[config.mk]
export PLATFORM = sky130hd
export DESIGN_NAME = du_ex_skid_reg
export DESIGN_NICKNAME = d
export VERILOG_FILES = /design/src/rtl/b8_pipe_pkg.sv /design/src/rtl/pipe_skid_buf.sv /design/src/rtl/du_ex_skid_reg.sv
export SDC_FILE = /design/constraint.sdc
export NUM_CORES = 1
export LEC_CHECK = 0
export CAP_MARGIN = 10
export CORE_ASPECT_RATIO = 1.25
export CORE_MARGIN = 1.5
export CORE_UTILIZATION = 33
export CTS_CLUSTER_SIZE = 24
export DETAILED_ROUTE_END_ITERATION = 12
export PLACE_DENSITY = 0.62
export SLEW_MARGIN = 15
export SYNTH_ARGS = -nofsm -noshare
export SYNTH_HDL_FRONTEND = slang
export SYNTH_SLANG_ARGS = --single-unit
[constraint.sdc]
create_clock -name clk -period 4.33 [get_ports clk]
set_clock_uncertainty 0.05 [all_clocks]
set_input_delay 0.6495 -clock clk [delete_from_list [all_inputs] [get_ports clk]]
set_output_delay 0.6495 -clock clk [all_outputs]
set_load 0.05 [all_outputs]
[src/rtl/b8_pipe_pkg.sv]
// Shared types for the decoder-to-Ex pipeline register: payload struct, widths, skid FSM states.
// DU_REG_DEBUG_INST_EN adds a 32-bit raw instruction word to the payload.
package b8_pipe_pkg;

    localparam int XLEN   = 64;
    localparam int ADDR_W = 32;
    localparam int PID_W  = 2;

    typedef struct packed {
        logic [4:0]        rd_addr;
        logic              rd_write_enable;
        logic [ADDR_W-1:0] inst_addr;
`ifdef DU_REG_DEBUG_INST_EN
        logic [31:0]       inst;
`endif
        logic [XLEN-1:0]   rs1_data;
        logic [XLEN-1:0]   rs2_data;
        logic [XLEN-1:0]   imm;
        logic [6:0]        op_code;
        logic [2:0]        funct3;
        logic [6:0]        funct7;
        logic [5:0]        shamt;
        logic [PID_W-1:0]  pid;
    } du_payload_t;

    localparam int PLD_W = $bits(du_payload_t);

    // Encoding doubles as the occupancy count.
    typedef enum logic [1:0] {
        ST_EMPTY = 2'd0,
        ST_ONE   = 2'd1,
        ST_FULL  = 2'd2
    } skid_state_t;

endpackage

[src/rtl/pipe_skid_buf.sv]
// Two-entry skid buffer (MAIN drives the output, SKID catches the in-flight beat) whose
// upstream ready is registered, so downstream ready never reaches it combinationally.
module pipe_skid_buf
    import b8_pipe_pkg::*;
#(
    parameter int WIDTH = 8
) (
    input  logic             clk,
    input  logic             rst,
    input  logic             flush,
    input  logic             in_valid,
    output logic             in_ready,
    input  logic [WIDTH-1:0] in_data,
    output logic             out_valid,
    input  logic             out_ready,
    output logic [WIDTH-1:0] out_data,
    output logic [1:0]       count
);

    skid_state_t      state_reg;
    skid_state_t      state_next;
    logic             ready_reg;
    logic [WIDTH-1:0] main_reg;
    logic [WIDTH-1:0] skid_reg;
    logic             accept;
    logic             release_beat;
    logic             load_main_in;
    logic             load_main_skid;
    logic             load_skid;

    assign accept       = in_valid && ready_reg;
    assign release_beat = (state_reg != ST_EMPTY) && out_ready;

    always_ff @(posedge clk) begin
        if (rst) begin
            state_reg <= ST_EMPTY;
        end else begin
            state_reg <= state_next;
        end
    end

    always_comb begin
        state_next = state_reg;
        if (flush) begin
            state_next = ST_EMPTY;
        end else begin
            case (state_reg)
                ST_EMPTY: if (accept) state_next = ST_ONE;
                ST_ONE: begin
                    if (accept && !release_beat)      state_next = ST_FULL;
                    else if (!accept && release_beat) state_next = ST_EMPTY;
                end
                ST_FULL:  if (release_beat) state_next = ST_ONE;
                default:  state_next = ST_EMPTY;
            endcase
        end
    end

    always_comb begin
        out_valid      = (state_reg != ST_EMPTY);
        count          = state_reg;
        in_ready       = ready_reg;
        out_data       = main_reg;
        load_main_in   = ((state_reg == ST_EMPTY) && accept) ||
                         ((state_reg == ST_ONE) && accept && release_beat);
        load_main_skid = (state_reg == ST_FULL) && release_beat;
        load_skid      = (state_reg == ST_ONE) && accept && !release_beat;
    end

    // Held low through reset; afterwards it simply tracks "SKID will be free".
    always_ff @(posedge clk) begin
        if (rst) begin
            ready_reg <= 1'b0;
        end else begin
            ready_reg <= (state_next != ST_FULL);
        end
    end

    always_ff @(posedge clk) begin
        if (rst) begin
            main_reg <= '0;
            skid_reg <= '0;
        end else if (!flush) begin
            if (load_main_in) begin
                main_reg <= in_data;
            end else if (load_main_skid) begin
                main_reg <= skid_reg;
            end
            if (load_skid) begin
                skid_reg <= in_data;
            end
        end
    end

endmodule

[src/rtl/du_ex_skid_reg.sv]
// Decoder-to-Ex pipeline register: wraps pipe_skid_buf with payload pack/unpack and occupancy.
// DU_REG_DEBUG_INST_EN adds inst_i/inst_o, carried alongside instAddr.
module du_ex_skid_reg
    import b8_pipe_pkg::*;
(
    input  logic        clk,
    input  logic        rst,
    input  logic        flush_i,
    input  logic        valid_i,
    output logic        ready_o,
    input  du_payload_t pld_i,
`ifdef DU_REG_DEBUG_INST_EN
    input  logic [31:0] inst_i,
    output logic [31:0] inst_o,
`endif
    output logic        valid_o,
    input  logic        ready_i,
    output du_payload_t pld_o,
    output logic [1:0]  occupancy_o
);

    du_payload_t      pld_in;
    logic [PLD_W-1:0] pld_out_bits;
    du_payload_t      pld_out;

    always_comb begin
        pld_in = pld_i;
`ifdef DU_REG_DEBUG_INST_EN
        pld_in.inst = inst_i;
`endif
    end

    pipe_skid_buf #(
        .WIDTH(PLD_W)
    ) u_buf (
        .clk      (clk),
        .rst      (rst),
        .flush    (flush_i),
        .in_valid (valid_i),
        .in_ready (ready_o),
        .in_data  (pld_in),
        .out_valid(valid_o),
        .out_ready(ready_i),
        .out_data (pld_out_bits),
        .count    (occupancy_o)
    );

    assign pld_out = du_payload_t'(pld_out_bits);
    assign pld_o   = pld_out;
`ifdef DU_REG_DEBUG_INST_EN
    assign inst_o  = pld_out.inst;
`endif

endmodule
==> results_dict.tcl, run 1 <==
set metrics [dict create \
    timing.rr.end "u_buf.out_data[31]$_SDFFE_PP0P_" \
    whs_endpoint "u_buf.skid_reg[37]$_SDFFE_PP0P_" \
    ys_top_cells_by_area "dfxtp_1 (50%), o221a_1 (14%), a21oi_1 (12%)" \
    clk_path_buf_depth 3 \
    cts_tree "built" \
    die_y_um 281.8 \
    worstSetupPathType "in -> reg" \
    grt_usage 0.2047 \
    dieWidth_um 226.0 \
    area_growth_pct 36.53 \
    r2r_slack_ns 1.57 \
    rsz0062_at_grt "false" \
    clk_pin_slew_ns 0.06 \
    num-fill-cells 5919 \
    netlist.area_leader.share 0.5005 \
    synth-seq-cells 513 \
    path_buf_inv 2 \
    synth-async-reset-ratio 0 \
    cts_setup_buffers 0 \
    avgSynthCellArea_um2 8.855 \
    hold_class "reg -> reg" \
    synth.distinct_cells 24 \
    grt_max_degree 145 \
    period_share 0.6669 \
    place_congestion 0.7823 \
    setup_slack_ns 1.442 \
    grt_antenna_before_repair 4 \
    ant_nets 0 \
    slew_headroom 0.2201 \
    synth_top_cell_by_area "dfxtp_1" \
    synthFlopType "dfxtp_1" \
    wl_per_cell_um 19.38 \
    min_period_ns 2.888 \
    ir_drop_v 0.0002795 \
    startpoint_type "input pin" \
    reg2regPathDepth 4 \
    drt-initial-drc-count 1682 \
    htree_levels 2 \
    cp-startpoint "valid_i" \
    critPathRequiredTime_ns 4.80 \
    yosysSeqAreaShare 0.5005 \
    ctsHoldBuffers 0 \
    drc 0 \
    start_util 0.3322 \
    maxSlewViolCount 0 \
    dr_total_vias 19200 \
    hold_path.startpoint "u_buf.skid_reg[37]$_SDFFE_PP0P_" \
    clk_latency_ns 0.59 \
    post_cts_resized 0 \
    power.density_nw_per_um2 402.0 \
    synth-edff-count 0 \
    synthCells 2317 \
    ys.warnings.count 0 \
    gr-total-overflow 0 \
    whs_path_depth 2 \
    dieArea_um2 63690 \
    max_freq_mhz 346.3 \
    synth_common_cells "dfxtp_1 (513), a21oi_1 (511), inv_1 (256), o21ai_0 (256)" \
    cts.sinks 513 \
    dr.pass1.iters 5 \
    syn_area_um2 20520 \
    synth.most_common_cell "dfxtp_1" \
    tightestPinTransition_ns 1.170 \
    drive_above_1_share 0.05074 \
    cp_cell_sequence "clkdlybuf4s50_1 -> nor4bb_4 -> a21o_4 -> buf_4 -> o221a_1" \
    timing.hold.ws_ns 0.4238 \
    status "complete, no violations" \
    num_rows 102 \
    slowest_stage "a21o_4" \
    hold_viol 0 \
    hpwl_mm 42.32 \
    final_net_count 2935 \
    critPathMaxStageDelay_ns 0.72 \
    via_per_inst 5.402 \
    wl_mm 68.91 \
    setup_viol 0 \
    crit_fanout 47 \
    ios 519 \
    cts_buffers 54 \
    synthesis.nets 2577 \
    core_region_area_um2 61770 \
    post-place-ws_ns 0.8343 \
    p_leak_uw 0.008973 \
    cts_root_buf "clkbuf_16" \
    grt_pass1_wl_mm 105.3 \
    maxCapViolCount 0 \
    arrival_ns 3.36 \
    crit_path_end_kind "flip-flop" \
    grt_pass1_vias 18350 \
    setup-tns-final_ns 0 \
    numPortBuffers 518 \
    critPathTopFamily "buffers and inverters" \
    r2r_start "u_buf.in_ready$_SDFF_PP0_" \
]
-- logic make-up (layout without fill, tap and decap cells) --
kind of cell | after synthesis | in the layout | synth area share
AND/OR/NAND/NOR | 268 | 268 | 0.06678
flip-flops | 513 | 513 | 0.5005
buffers and inverters | 511 | 914 | 0.1044
other | 0 | 3 | 0
AO/OA/AOI/OAI | 1025 | 1025 | 0.3283
-- per-stage QoR --
step / power [uW] / instance area [um2] / cells / util
2_1_floorplan: 5840 / 20520 / 2317 / -
3_3_place_gp: 6534 / 26140 / 3451 / 0.4233
3_5_place_dp: 6547 / 26140 / 3451 / 0.4233
4_1_cts: 11390 / 28000 / 3552 / 0.4534
5_1_grt: 11630 / 28010 / 3555 / 0.4535
6_report: 11260 / 28010 / 3555 / 0.4535
-- tightest hold or removal path, stage by stage, from the launching register on --
cell,delay [ns]
dfxtp_1,0.30
o21ai_0,0.06
a21oi_1,0.06
-- cells in the final DEF, fill, tap and decap left out --
cell type and n:
inv_6 4, nand2b_1 1, nor2b_1 1, o311a_1 1, a21oi_1 511, clkbuf_16 57, a21o_4 1, nor2_1 2
and3_1 1, nand2b_4 1, nor4bb_4 1, nor2b_4 1, clkdlybuf4s50_1 517, buf_12 17, bufinv_16 4, clkinv_2 10
clkbuf_8 12, buf_4 22, nand3_1 255, nand2_8 1, diode_2 3, inv_1 256, a211oi_1 1, o21ai_0 256
clkbuf_1 11, dfxtp_1 513, nand4bb_4 1, and4bb_4 1, nand4b_1 1, buf_8 1, o221a_1 255, or2_2 1
clkinvlp_4 3
-- per-layer routing --
metal,share of wire,up-vias,GRT usage
met3,0.073,129,0.04450
li1,-,9057,-
met2,0.48,706,0.3371
met4,0.035,2,0.07983
met1,0.41,9309,0.2603
met5,0.00019,-,0
-- worst max-delay path by stage --
| stage | to | slack (ns) | cells past startpoint |
|---|---|---|---|
| after floorplan | u_buf.out_data[100]$_SDFFE_PP0P_ | 2.37 | 7 |
| after global placement | u_buf.out_data[177]$_SDFFE_PP0P_ | 0.87 | 5 |
| after detailed placement | u_buf.out_data[172]$_SDFFE_PP0P_ | 0.83 | 5 |
| after CTS | u_buf.out_data[31]$_SDFFE_PP0P_ | 1.46 | 5 |
| after global routing | u_buf.out_data[31]$_SDFFE_PP0P_ | 1.37 | 5 |
| final | u_buf.out_data[31]$_SDFFE_PP0P_ | 1.44 | 5 |
-- power breakdown --
group,internal (uW),switching (uW),leakage [uW],total [uW]
sequential,4850,94.4,0.00416,4950
combinational,581,918,0.00389,1500
clock,2850,1960,0.000916,4810
-- final cells by class --
type	count	area, um2	area share
multi-input cells	1293	8177	0.2919
diodes	3	7.507	0.0002680
flip-flops and latches	513	10270	0.3666
inverters	256	960.9	0.03430
repair buffers	557	5695	0.2033
well taps	832	1041	0.03716
clock buffers	80	1633	0.05829
clock inverters	21	227.7	0.008129
Note: power is estimated with default switching activity, not from simulation.
==> run 2: changes to the inputs <==
- clock period: 4.33 -> 3 ns (I/O delays scaled with it)
==> results_dict.tcl, run 2 (synthesis results as in run 1) <==
set metrics [dict create \
    setup-tns-final_ns 0 \
    dr_total_vias 19410 \
    critPathRequiredTime_ns 2.50 \
    startpoint_type "flip-flop" \
    status "complete, no violations" \
    start_util 0.3322 \
    power.density_nw_per_um2 567.4 \
    grt_antenna_before_repair 2 \
    htree_levels 2 \
    grt_pass1_wl_mm 106.4 \
    critPathTopFamily "buffers and inverters" \
    rsz0062_at_grt "false" \
    path_buf_inv 1 \
    hold_class "in -> reg" \
    drc 0 \
    dieArea_um2 63690 \
    wl_per_cell_um 19.53 \
    cts_root_buf "clkbuf_16" \
    grt_pass1_vias 18690 \
    drt-initial-drc-count 1354 \
    setup_slack_ns 0.3947 \
    cts.sinks 513 \
    timing.hold.ws_ns 0.2378 \
    crit_fanout 9 \
    dieWidth_um 226.0 \
    place_congestion 0.7860 \
    crit_path_end_kind "output port" \
    cts_setup_buffers 0 \
    slew_headroom 0.4268 \
    numPortBuffers 518 \
    area_growth_pct 37.61 \
    maxCapViolCount 0 \
    tightestPinTransition_ns 0.8598 \
    post_cts_resized 0 \
    p_leak_uw 0.009076 \
    wl_mm 69.64 \
    die_y_um 281.8 \
    period_share 0.8684 \
    final_net_count 2952 \
    ant_nets 0 \
    critPathMaxStageDelay_ns 0.79 \
    maxSlewViolCount 0 \
    setup_viol 0 \
    clk_latency_ns 0.59 \
    gr-total-overflow 0 \
    slowest_stage "clkdlybuf4s50_1" \
    layout_common_cells "clkdlybuf4s50_1 (517), dfxtp_1 (513), a21oi_1 (511)" \
    via_per_inst 5.445 \
    hold_viol 0 \
    core_region_area_um2 61770 \
    final_cells 3565 \
    ios 519 \
    worstSetupPathType "reg -> out" \
    clk_pin_slew_ns 0.06 \
    dr.pass1.iters 6 \
    max_freq_mhz 383.8 \
    ir_drop_v 0.0003883 \
    hpwl_mm 43.08 \
    dpl.cell_count 3467 \
    cts_tree "built" \
    grt_max_degree 137 \
    ctsHoldBuffers 0 \
    post-place-ws_ns 0.3006 \
    grt_usage 0.2069 \
    min_period_ns 2.605 \
    arrival_ns 2.11 \
    drive_above_1_share 0.05383 \
    clk_path_buf_depth 3 \
    cts_buffers 55 \
    cp_cell_sequence "or2_2 -> clkdlybuf4s50_1" \
    layout_commonest_cell "clkdlybuf4s50_1" \
    num_rows 102 \
]
## run 2: changes by cell type in the layout (fill, tap and decap cells not counted), moves of 2 or more
| cell | previous run | this run |
|---|---|---|
| buf_12 | 17 | 33 |
| clkinv_2 | 10 | 7 |
| inv_6 | 4 | 1 |
| bufinv_16 | 4 | 2 |
| clkbuf_1 | 11 | 13 |
| clkbuf_16 | 57 | 55 |
| clkbuf_8 | 12 | 14 |
## run 2: layout make-up
| type | instances | area (um2) |
|---|---|---|
| diodes | 2 | 5.005 |
| multi-input cells | 1293 | 8177 |
| clock inverters | 14 | 146.4 |
| fillers | 5960 | 33540 |
| inverters | 256 | 960.9 |
| well taps | 832 | 1041 |
| clock buffers | 82 | 1618 |
| repair buffers | 573 | 6016 |
| flip-flops and latches | 513 | 10270 |
## run 2: worst register-to-register path: stages, from the launching register on
cell and delay [ns]:
dfxtp_1 0.47, nor4bb_4 0.51, buf_4 0.24, nand2_8 0.07, buf_12 0.23, o221a_1 0.50
## run 2: worst paths after layout
path / start / to / slack (ns) / cells after the start
max reg2reg: u_buf.in_ready$_SDFF_PP0_ / u_buf.out_data[194]$_SDFFE_PP0P_ / 0.84 / 5
max: u_buf.count[1]$_SDFF_PP0_ / valid_o / 0.39 / 2
min reg2reg: u_buf.skid_reg[191]$_SDFFE_PP0P_ / u_buf.skid_reg[191]$_SDFFE_PP0P_ / 0.42 / 2
min: rst / u_buf.skid_reg[251]$_SDFFE_PP0P_ / 0.24 / 2
## run 2: metrics by stage
stage               area, um2  power [uW]    util
floorplan               20520        8430       -
global route            28230       16580  0.4571
detailed placement      26460        9486  0.4284
finish                  28230       16020  0.4571
CTS                     28230       16190  0.4570
global placement        26460        9470  0.4284
## run 2: layer usage
layer / global-route usage / vias to the layer above / part of all wire
met4: 0.08598 / 0 / 0.039
met5: 0 / - / 0
met1: 0.2620 / 9400 / 0.41
met2: 0.3428 / 785 / 0.48
met3: 0.04095 / 140 / 0.072
li1: - / 9088 / -
## run 2: power by group
part	total, uW	internal [uW]	switching (uW)
clock network	6680	3880	2790
logic	2190	869	1330
registers	7150	7010	141
total	16000	11800	4260
